==> src/rtl/osc_bank_if.sv <==
// Bus bundle for the oscillator bank: sample tick, config writes and tagged sample stream.
interface osc_bank_if #(
  parameter int CHANNELS = 4,
  parameter int BITDEPTH = 12,
  parameter int INCW     = 19
);
  localparam int CW = $clog2(CHANNELS);

  logic                sample_tick;
  logic                wr_en;
  logic [CW-1:0]       wr_chan;
  logic [INCW-1:0]     wr_inc;
  logic [1:0]          wr_wave;
  logic [BITDEPTH-1:0] wr_pw;
  logic [BITDEPTH-1:0] sample_out;
  logic [CW-1:0]       sample_chan;
  logic                sample_valid;
  logic                busy;
  logic                overrun;

  modport master (
    output sample_tick, wr_en, wr_chan, wr_inc, wr_wave, wr_pw,
    input  sample_out, sample_chan, sample_valid, busy, overrun
  );

  modport slave (
    input  sample_tick, wr_en, wr_chan, wr_inc, wr_wave, wr_pw,
    output sample_out, sample_chan, sample_valid, busy, overrun
  );
endinterface

==> src/rtl/osc_bank.sv <==
// Time-multiplexed phase-accumulator oscillator bank. One shared adder and
// waveform generator walk through all channels, one per clock, after each tick.
module osc_bank #(
  parameter int CHANNELS    = 4,
  parameter int BITDEPTH    = 12,
  parameter int BITFRACTION = 12,
  parameter int INCW        = 19
) (
  input  logic      clk,
  input  logic      rst_n,
  osc_bank_if.slave bus
);
  localparam int ACCW = BITDEPTH + BITFRACTION;
  localparam int CW   = $clog2(CHANNELS);
  localparam logic [CW-1:0] LAST_CH = CW'(CHANNELS - 1);
  localparam logic [BITDEPTH-1:0] PW_RESET = {1'b1, {(BITDEPTH-1){1'b0}}};

  typedef enum logic {IDLE, RUN} state_t;

  state_t        state_reg, state_next;
  logic [CW-1:0] ch_reg, ch_next;
  logic          run;

  // Per-channel register read ports, gathered for the shared datapath mux.
  logic [ACCW-1:0]     phase_rd [CHANNELS];
  logic [INCW-1:0]     inc_rd   [CHANNELS];
  logic [1:0]          wave_rd  [CHANNELS];
  logic [BITDEPTH-1:0] pw_rd    [CHANNELS];
  logic [15:0]         lfsr_rd  [CHANNELS];

  // Shared datapath signals for the channel being processed this cycle.
  logic [ACCW-1:0]     cur_phase, new_phase;
  logic [INCW-1:0]     cur_inc;
  logic [1:0]          cur_wave;
  logic [BITDEPTH-1:0] cur_pw;
  logic [15:0]         cur_lfsr, lfsr_new;
  logic [ACCW:0]       sum;
  logic                carry;
  logic [BITDEPTH-1:0] p, tri_t, wave_val;

  logic [BITDEPTH-1:0] sample_out_reg;
  logic [CW-1:0]       sample_chan_reg;
  logic                sample_valid_reg;
  logic                overrun_reg;

  assign run = (state_reg == RUN);

  // Per-channel state: phase/lfsr advance only when this channel is processed,
  // config registers only on a matching write. Reads see pre-edge values, so a
  // write to the channel under processing takes effect from the next tick.
  for (genvar gi = 0; gi < CHANNELS; gi++) begin : chan_g
    localparam logic [CW-1:0] IDX = CW'(gi);
    logic [ACCW-1:0]     phase_reg;
    logic [INCW-1:0]     inc_reg;
    logic [1:0]          wave_reg;
    logic [BITDEPTH-1:0] pw_reg;
    logic [15:0]         lfsr_reg;

    // Channel state update
    always_ff @(posedge clk) begin
      if (!rst_n) begin
        phase_reg <= '0;
        inc_reg   <= '0;
        wave_reg  <= 2'd0;
        pw_reg    <= PW_RESET;
        lfsr_reg  <= 16'hACE1;
      end else begin
        if (run && ch_reg == IDX) begin
          phase_reg <= new_phase;
          lfsr_reg  <= lfsr_new;
        end
        if (bus.wr_en && bus.wr_chan == IDX) begin
          inc_reg  <= bus.wr_inc;
          wave_reg <= bus.wr_wave;
          pw_reg   <= bus.wr_pw;
        end
      end
    end

    assign phase_rd[gi] = phase_reg;
    assign inc_rd[gi]   = inc_reg;
    assign wave_rd[gi]  = wave_reg;
    assign pw_rd[gi]    = pw_reg;
    assign lfsr_rd[gi]  = lfsr_reg;
  end

  // Shared accumulator, LFSR step and waveform generator
  always_comb begin
    cur_phase = phase_rd[ch_reg];
    cur_inc   = inc_rd[ch_reg];
    cur_wave  = wave_rd[ch_reg];
    cur_pw    = pw_rd[ch_reg];
    cur_lfsr  = lfsr_rd[ch_reg];
    sum       = {1'b0, cur_phase} + {{(ACCW + 1 - INCW){1'b0}}, cur_inc};
    new_phase = sum[ACCW-1:0];
    carry     = sum[ACCW];
    // Noise only advances when the phase wraps, so inc=0 freezes it.
    lfsr_new  = carry ? {cur_lfsr[14:0], cur_lfsr[15] ^ cur_lfsr[13] ^ cur_lfsr[12] ^ cur_lfsr[10]}
                      : cur_lfsr;
    p         = new_phase[ACCW-1:BITFRACTION];
    tri_t     = {p[BITDEPTH-2:0], 1'b0};
    case (cur_wave)
      2'd0:    wave_val = p;
      2'd1:    wave_val = (p < cur_pw) ? {BITDEPTH{1'b1}} : '0;
      2'd2:    wave_val = p[BITDEPTH-1] ? ~tri_t : tri_t;
      default: wave_val = lfsr_new[15 -: BITDEPTH];
    endcase
  end

  // Sequencer state register
  always_ff @(posedge clk) begin
    if (!rst_n) begin
      state_reg <= IDLE;
      ch_reg    <= '0;
    end else begin
      state_reg <= state_next;
      ch_reg    <= ch_next;
    end
  end

  // Sequencer next state: ticks outside IDLE are ignored (flagged below)
  always_comb begin
    state_next = state_reg;
    ch_next    = ch_reg;
    case (state_reg)
      IDLE: begin
        if (bus.sample_tick) begin
          state_next = RUN;
          ch_next    = '0;
        end
      end
      RUN: begin
        if (ch_reg == LAST_CH) begin
          state_next = IDLE;
          ch_next    = '0;
        end else begin
          ch_next = ch_reg + CW'(1);
        end
      end
      default: begin
        state_next = IDLE;
        ch_next    = '0;
      end
    endcase
  end

  // Output sample register and sticky overrun flag
  always_ff @(posedge clk) begin
    if (!rst_n) begin
      sample_out_reg   <= '0;
      sample_chan_reg  <= '0;
      sample_valid_reg <= 1'b0;
      overrun_reg      <= 1'b0;
    end else begin
      sample_valid_reg <= run;
      if (run) begin
        sample_out_reg  <= wave_val;
        sample_chan_reg <= ch_reg;
      end
      if (run && bus.sample_tick) begin
        overrun_reg <= 1'b1;
      end
    end
  end

  assign bus.sample_out   = sample_out_reg;
  assign bus.sample_chan  = sample_chan_reg;
  assign bus.sample_valid = sample_valid_reg;
  assign bus.busy         = run;
  assign bus.overrun      = overrun_reg;
endmodule
==> src/flat_wrapper.sv <==
// flat-port wrapper written by rule: the top's interface ports become plain ports
module osc_bank_flat 
#(
  parameter int CHANNELS    = 4,
  parameter int BITDEPTH    = 12,
  parameter int BITFRACTION = 12,
  parameter int INCW        = 19
)
  (clk, rst_n, bus_sample_tick, bus_wr_en, bus_wr_chan, bus_wr_inc, bus_wr_wave, bus_wr_pw, bus_sample_out, bus_sample_chan, bus_sample_valid, bus_busy, bus_overrun);
  osc_bank_if #(.CHANNELS(CHANNELS), .BITDEPTH(BITDEPTH), .INCW(INCW)) bus_i ();
  input  logic clk;
  input  logic rst_n;
  input wire logic [$bits(bus_i.sample_tick)-1:0] bus_sample_tick;
  input wire logic [$bits(bus_i.wr_en)-1:0] bus_wr_en;
  input wire logic [$bits(bus_i.wr_chan)-1:0] bus_wr_chan;
  input wire logic [$bits(bus_i.wr_inc)-1:0] bus_wr_inc;
  input wire logic [$bits(bus_i.wr_wave)-1:0] bus_wr_wave;
  input wire logic [$bits(bus_i.wr_pw)-1:0] bus_wr_pw;
  output wire logic [$bits(bus_i.sample_out)-1:0] bus_sample_out;
  output wire logic [$bits(bus_i.sample_chan)-1:0] bus_sample_chan;
  output wire logic [$bits(bus_i.sample_valid)-1:0] bus_sample_valid;
  output wire logic [$bits(bus_i.busy)-1:0] bus_busy;
  output wire logic [$bits(bus_i.overrun)-1:0] bus_overrun;
  assign bus_i.sample_tick = bus_sample_tick;
  assign bus_i.wr_en = bus_wr_en;
  assign bus_i.wr_chan = bus_wr_chan;
  assign bus_i.wr_inc = bus_wr_inc;
  assign bus_i.wr_wave = bus_wr_wave;
  assign bus_i.wr_pw = bus_wr_pw;
  assign bus_sample_out = bus_i.sample_out;
  assign bus_sample_chan = bus_i.sample_chan;
  assign bus_sample_valid = bus_i.sample_valid;
  assign bus_busy = bus_i.busy;
  assign bus_overrun = bus_i.overrun;
  osc_bank #(.CHANNELS(CHANNELS), .BITDEPTH(BITDEPTH), .BITFRACTION(BITFRACTION), .INCW(INCW)) u_core (.clk(clk), .rst_n(rst_n), .bus(bus_i));
endmodule
==> config.mk <==
export PLATFORM = sky130hd
export DESIGN_NAME = osc_bank_flat
export DESIGN_NICKNAME = d
export VERILOG_FILES = /design/src/rtl/osc_bank_if.sv /design/src/rtl/osc_bank.sv /design/src/flat_wrapper.sv
export SDC_FILE = /design/constraint.sdc
export NUM_CORES = 1
export LEC_CHECK = 0
export BUFFER_PORTS_ARGS = -buffer_cell sky130_fd_sc_hd__buf_2
export CAP_MARGIN = 20
export CORE_MARGIN = 2
export CORE_UTILIZATION = 40
export CTS_CLUSTER_SIZE = 28
export DETAILED_ROUTE_END_ITERATION = 7
export PLACE_DENSITY_LB_ADDON = 0.3
export SLEW_MARGIN = 20
export SYNTH_ARGS = -nofsm -noshare
export SYNTH_HDL_FRONTEND = slang
export SYNTH_SLANG_ARGS = --single-unit
==> constraint.sdc <==
create_clock -name clk -period 6.2 [get_ports clk]
set_input_delay 0.31 -clock clk [delete_from_list [all_inputs] [get_ports clk]]
set_output_delay 0.31 -clock clk [all_outputs]
set_load 0.01 [all_outputs]
==> impl_metrics.tcl <==
set metrics [dict create \
    setup_viol 0 \
    hold_depth 3 \
    hold_path_class "in -> reg" \
    largest_reg_flops 96 \
    seq_power_share_pct 43.0 \
    vias_per_cell 5.45 \
    tightestPinTransition_ps 1130 \
    synth_adder_area_share_pct 2.96 \
    critPathRequiredTime_ps 6620 \
    ir_drop_mv 0.160 \
    p_comb_share_pct 10.4 \
    whs_endpoint "u_core.chan_g[1].pw_reg[11]" \
    worst-path-max-fanout 45 \
    antenna_found_initial 2 \
    clock-root-buffer "clkbuf_16" \
    intPower_mw 3.69 \
    hold_start "bus_wr_pw[11]" \
    fmax_mhz 175 \
    drv_slew 0 \
    switching_share_pct 24.5 \
    drive_above_1_share_pct 14.6 \
    yosys.area_share.simple_pct 17.1 \
    htreeDepth 2 \
    path_clk_slew_ps 60 \
    vias 11900 \
    syn_area_um2 15100 \
    worstPathArrival_ps 6130 \
    finalSetupTns_ps 0 \
    r2r_slack_ps 490 \
    startpoint_type "register" \
    synth-async-reset-ratio_pct 0 \
    initial_core_util_pct 40.3 \
    drt_iter0_drc 814 \
    hpwlAfterDp_um 25000 \
    period_share_pct 92.0 \
    nets 1720 \
    numCtsBuffers 36 \
    core_um2 37400 \
    reg2reg_from "u_core.ch_reg[1]" \
    syn_avg_cell_area_um2 9.11 \
    syn_inst 1653 \
    synth-xor-area-share_pct 1.22 \
    synthToLayoutAreaGrowth_pct 12.6 \
    first_pass_iters 5 \
    outcome "completed" \
    end_kind "register" \
    post_cts_resize_count 0 \
    p_clk_share_pct 46.7 \
    synth_mux_area_share_pct 12.4 \
    rsz0062_at_grt "no" \
    die-area_um2 39200 \
    crit_type "reg -> reg" \
    clk_latency_ps 520 \
    synth_ff_type "dfxtp_1" \
    grt_first_pass_wirelength_um 63800 \
    grt_usage_pct 20.5 \
    ys_warn_count 0 \
    ios 56 \
    slew_headroom_pct 24.8 \
    seqCellArea_um2 6230 \
    routabilityCongestion 0.845 \
    max-cap-violations 0 \
    rows 71 \
    p_switching_mw 1.20 \
    num-fill-cells 3567 \
    fin_crit_ps 5710 \
    p_leak_nw 6.57 \
    wire_per_inst_um 18.2 \
    synth_edf_count 0 \
    hold_viol_final 0 \
    post_cts_buffers 0 \
    grt_pass1_vias 11500 \
    r2r_end "u_core.bus.sample_out[4]" \
    ctsLongestPathBuffers 3 \
    multiInputGateArea_um2 8220 \
    cts_tree "done" \
    hold_slack_ps 56.8 \
    rr_worst_depth 16 \
    die_h_um 198 \
    cts_sinks 311 \
    powerDensity_nw_per_um2 288 \
    synth.distinct_cells 80 \
    drt-total-wl_um 39800 \
    ctsHoldBuffers 0 \
    grt_overflow 0 \
    ys_seq_area_share_pct 41.4 \
    skew_ps 17.7 \
    synth_top_family_by_area "compound AO/OA/AOI/OAI gates" \
    die_x_um 198 \
    synth-seq-cells 311 \
    synth_compound_area_share_pct 20.9 \
    synthesis.nets 1727 \
    drc_errors 0 \
    io_buffers 55 \
    grt_max_degree 144 \
    antenna_left 0 \
]
[layout make-up]
cell class	count	area share [%]
multi-input combinational	1192	48.5
clock inverter	15	1.41
inverter	26	0.575
clock buffer	50	6.16
sequential	311	36.8
tap	511	3.77
antenna	2	0.0295
timing repair buffer	79	2.84
[synth_stat cells, types with 3 or more instances]
master	instances	area share, %
mux2i_1	17	1.1
and3_1	10	0.42
o21ai_0	69	2.3
nor2b_1	10	0.42
a31o_1	3	0.17
a31oi_1	3	0.12
or3_1	4	0.17
o211ai_1	31	1.5
nand3b_1	4	0.20
clkbuf_1	100	2.5
a21o_1	9	0.45
mux4_2	71	11
o31ai_1	4	0.20
xnor2_1	12	0.70
o21a_1	6	0.30
nor3_1	5	0.17
a21oi_1	40	1.3
a32o_1	3	0.20
nand3_1	16	0.53
a21boi_0	158	7.9
inv_1	24	0.60
buf_1	3	0.075
a2111oi_0	3	0.17
dfxtp_1	311	41
a22o_1	9	0.52
ha_1	34	2.8
nor2_1	31	0.77
a22oi_1	5	0.25
mux2_2	5	0.37
o21ai_1	17	0.57
xor2_1	9	0.52
a211o_1	4	0.23
o211a_1	39	2.6
buf_6	3	0.22
and2_1	43	1.8
nand4_1	5	0.21
nand2_1	465	12
buf_2	14	0.47
a211oi_1	7	0.35
[layer usage]
| metal | share of wire, % | vias to the layer above | global-route usage, % | routed length (um) |
|---|---|---|---|---|
| li1 | - | 5785 | - | - |
| met1 | 47 | 5816 | 28.8 | 18900 |
| met2 | 46 | 268 | 33.3 | 18200 |
| met3 | 4.9 | 53 | 2.90 | 1960 |
| met4 | 1.9 | 0 | 5.10 | 745 |
| met5 | 0 | - | 0 | 0 |
[cell families after synthesis]
| group | Yosys count |
|---|---|
| mux | 95 |
| simple gates | 607 |
| fa+ha+maj | 35 |
| buf+inv | 150 |
| flops | 311 |
| xor+xnor | 21 |
| compound gates | 434 |
[critical path, cell delays in order (launching register included)]
cell       delay [ps]
dfxtp_4           810
mux4_2            430
ha_1              260
fa_1              440
a211oi_1          290
o211ai_1          140
nand2_1           270
a31oi_1           200
a221oi_1          360
xnor2_1           440
ha_1              370
nand3_1            90
a21oi_1            70
or4b_4            530
nor2_2            430
o2bb2ai_1         160
o41ai_2           300
[stage by stage]
step | instance area (um^2) | setup slack [ps] | power [mW] | std cells | util (%)
2_1_floorplan | 15100 | 506 | 2.49 | 1653 | -
3_3_place_gp | 15700 | 695 | 2.64 | 2118 | 41.9
3_5_place_dp | 15700 | 534 | 2.65 | 2119 | 41.9
4_1_cts | 17000 | 536 | 4.93 | 2184 | 45.3
5_1_grt | 17000 | 153 | 5.08 | 2185 | 45.3
6_report | 17000 | 493 | 4.89 | 2186 | 45.3
[worst max-delay path by stage]
stage,startpoint,endpoint,depth (start not counted)
global placement,u_core.ch_reg[1],u_core.bus.sample_out[4],16
floorplan,u_core.ch_reg[0],u_core.bus.sample_out[4],22
finish,u_core.ch_reg[1],u_core.bus.sample_out[4],16
global route,u_core.ch_reg[0],u_core.bus.sample_out[4],18
detailed placement,u_core.ch_reg[0],u_core.bus.sample_out[4],16
CTS,u_core.ch_reg[1],u_core.bus.sample_out[4],16
[power by group through the flow]
stage	Clock [mW]	Sequential, mW	Combinational (mW)
floorplan	0	2.13	0.360
global placement	0	2.14	0.496
detailed placement	0	2.14	0.504
CTS	2.32	2.10	0.506
global route	2.41	2.11	0.557
finish	2.28	2.10	0.506
[placed cells by master (no fill, tap or decap), types with 12 or more instances in the layout]
| cell | instances |
|---|---|
| ha_1 | 34 |
| a21oi_1 | 40 |
| nand2_1 | 465 |
| dfxtp_1 | 309 |
| mux2i_1 | 17 |
| xnor2_1 | 12 |
| nor2_1 | 30 |
| o21ai_1 | 17 |
| inv_1 | 24 |
| mux4_2 | 71 |
| buf_2 | 54 |
| o211ai_1 | 31 |
| and2_1 | 41 |
| a21boi_0 | 158 |
| o211a_1 | 39 |
| clkbuf_16 | 37 |
| nand3_1 | 16 |
| buf_4 | 22 |
| o21ai_0 | 69 |
Power figures use the tool's default switching activity.
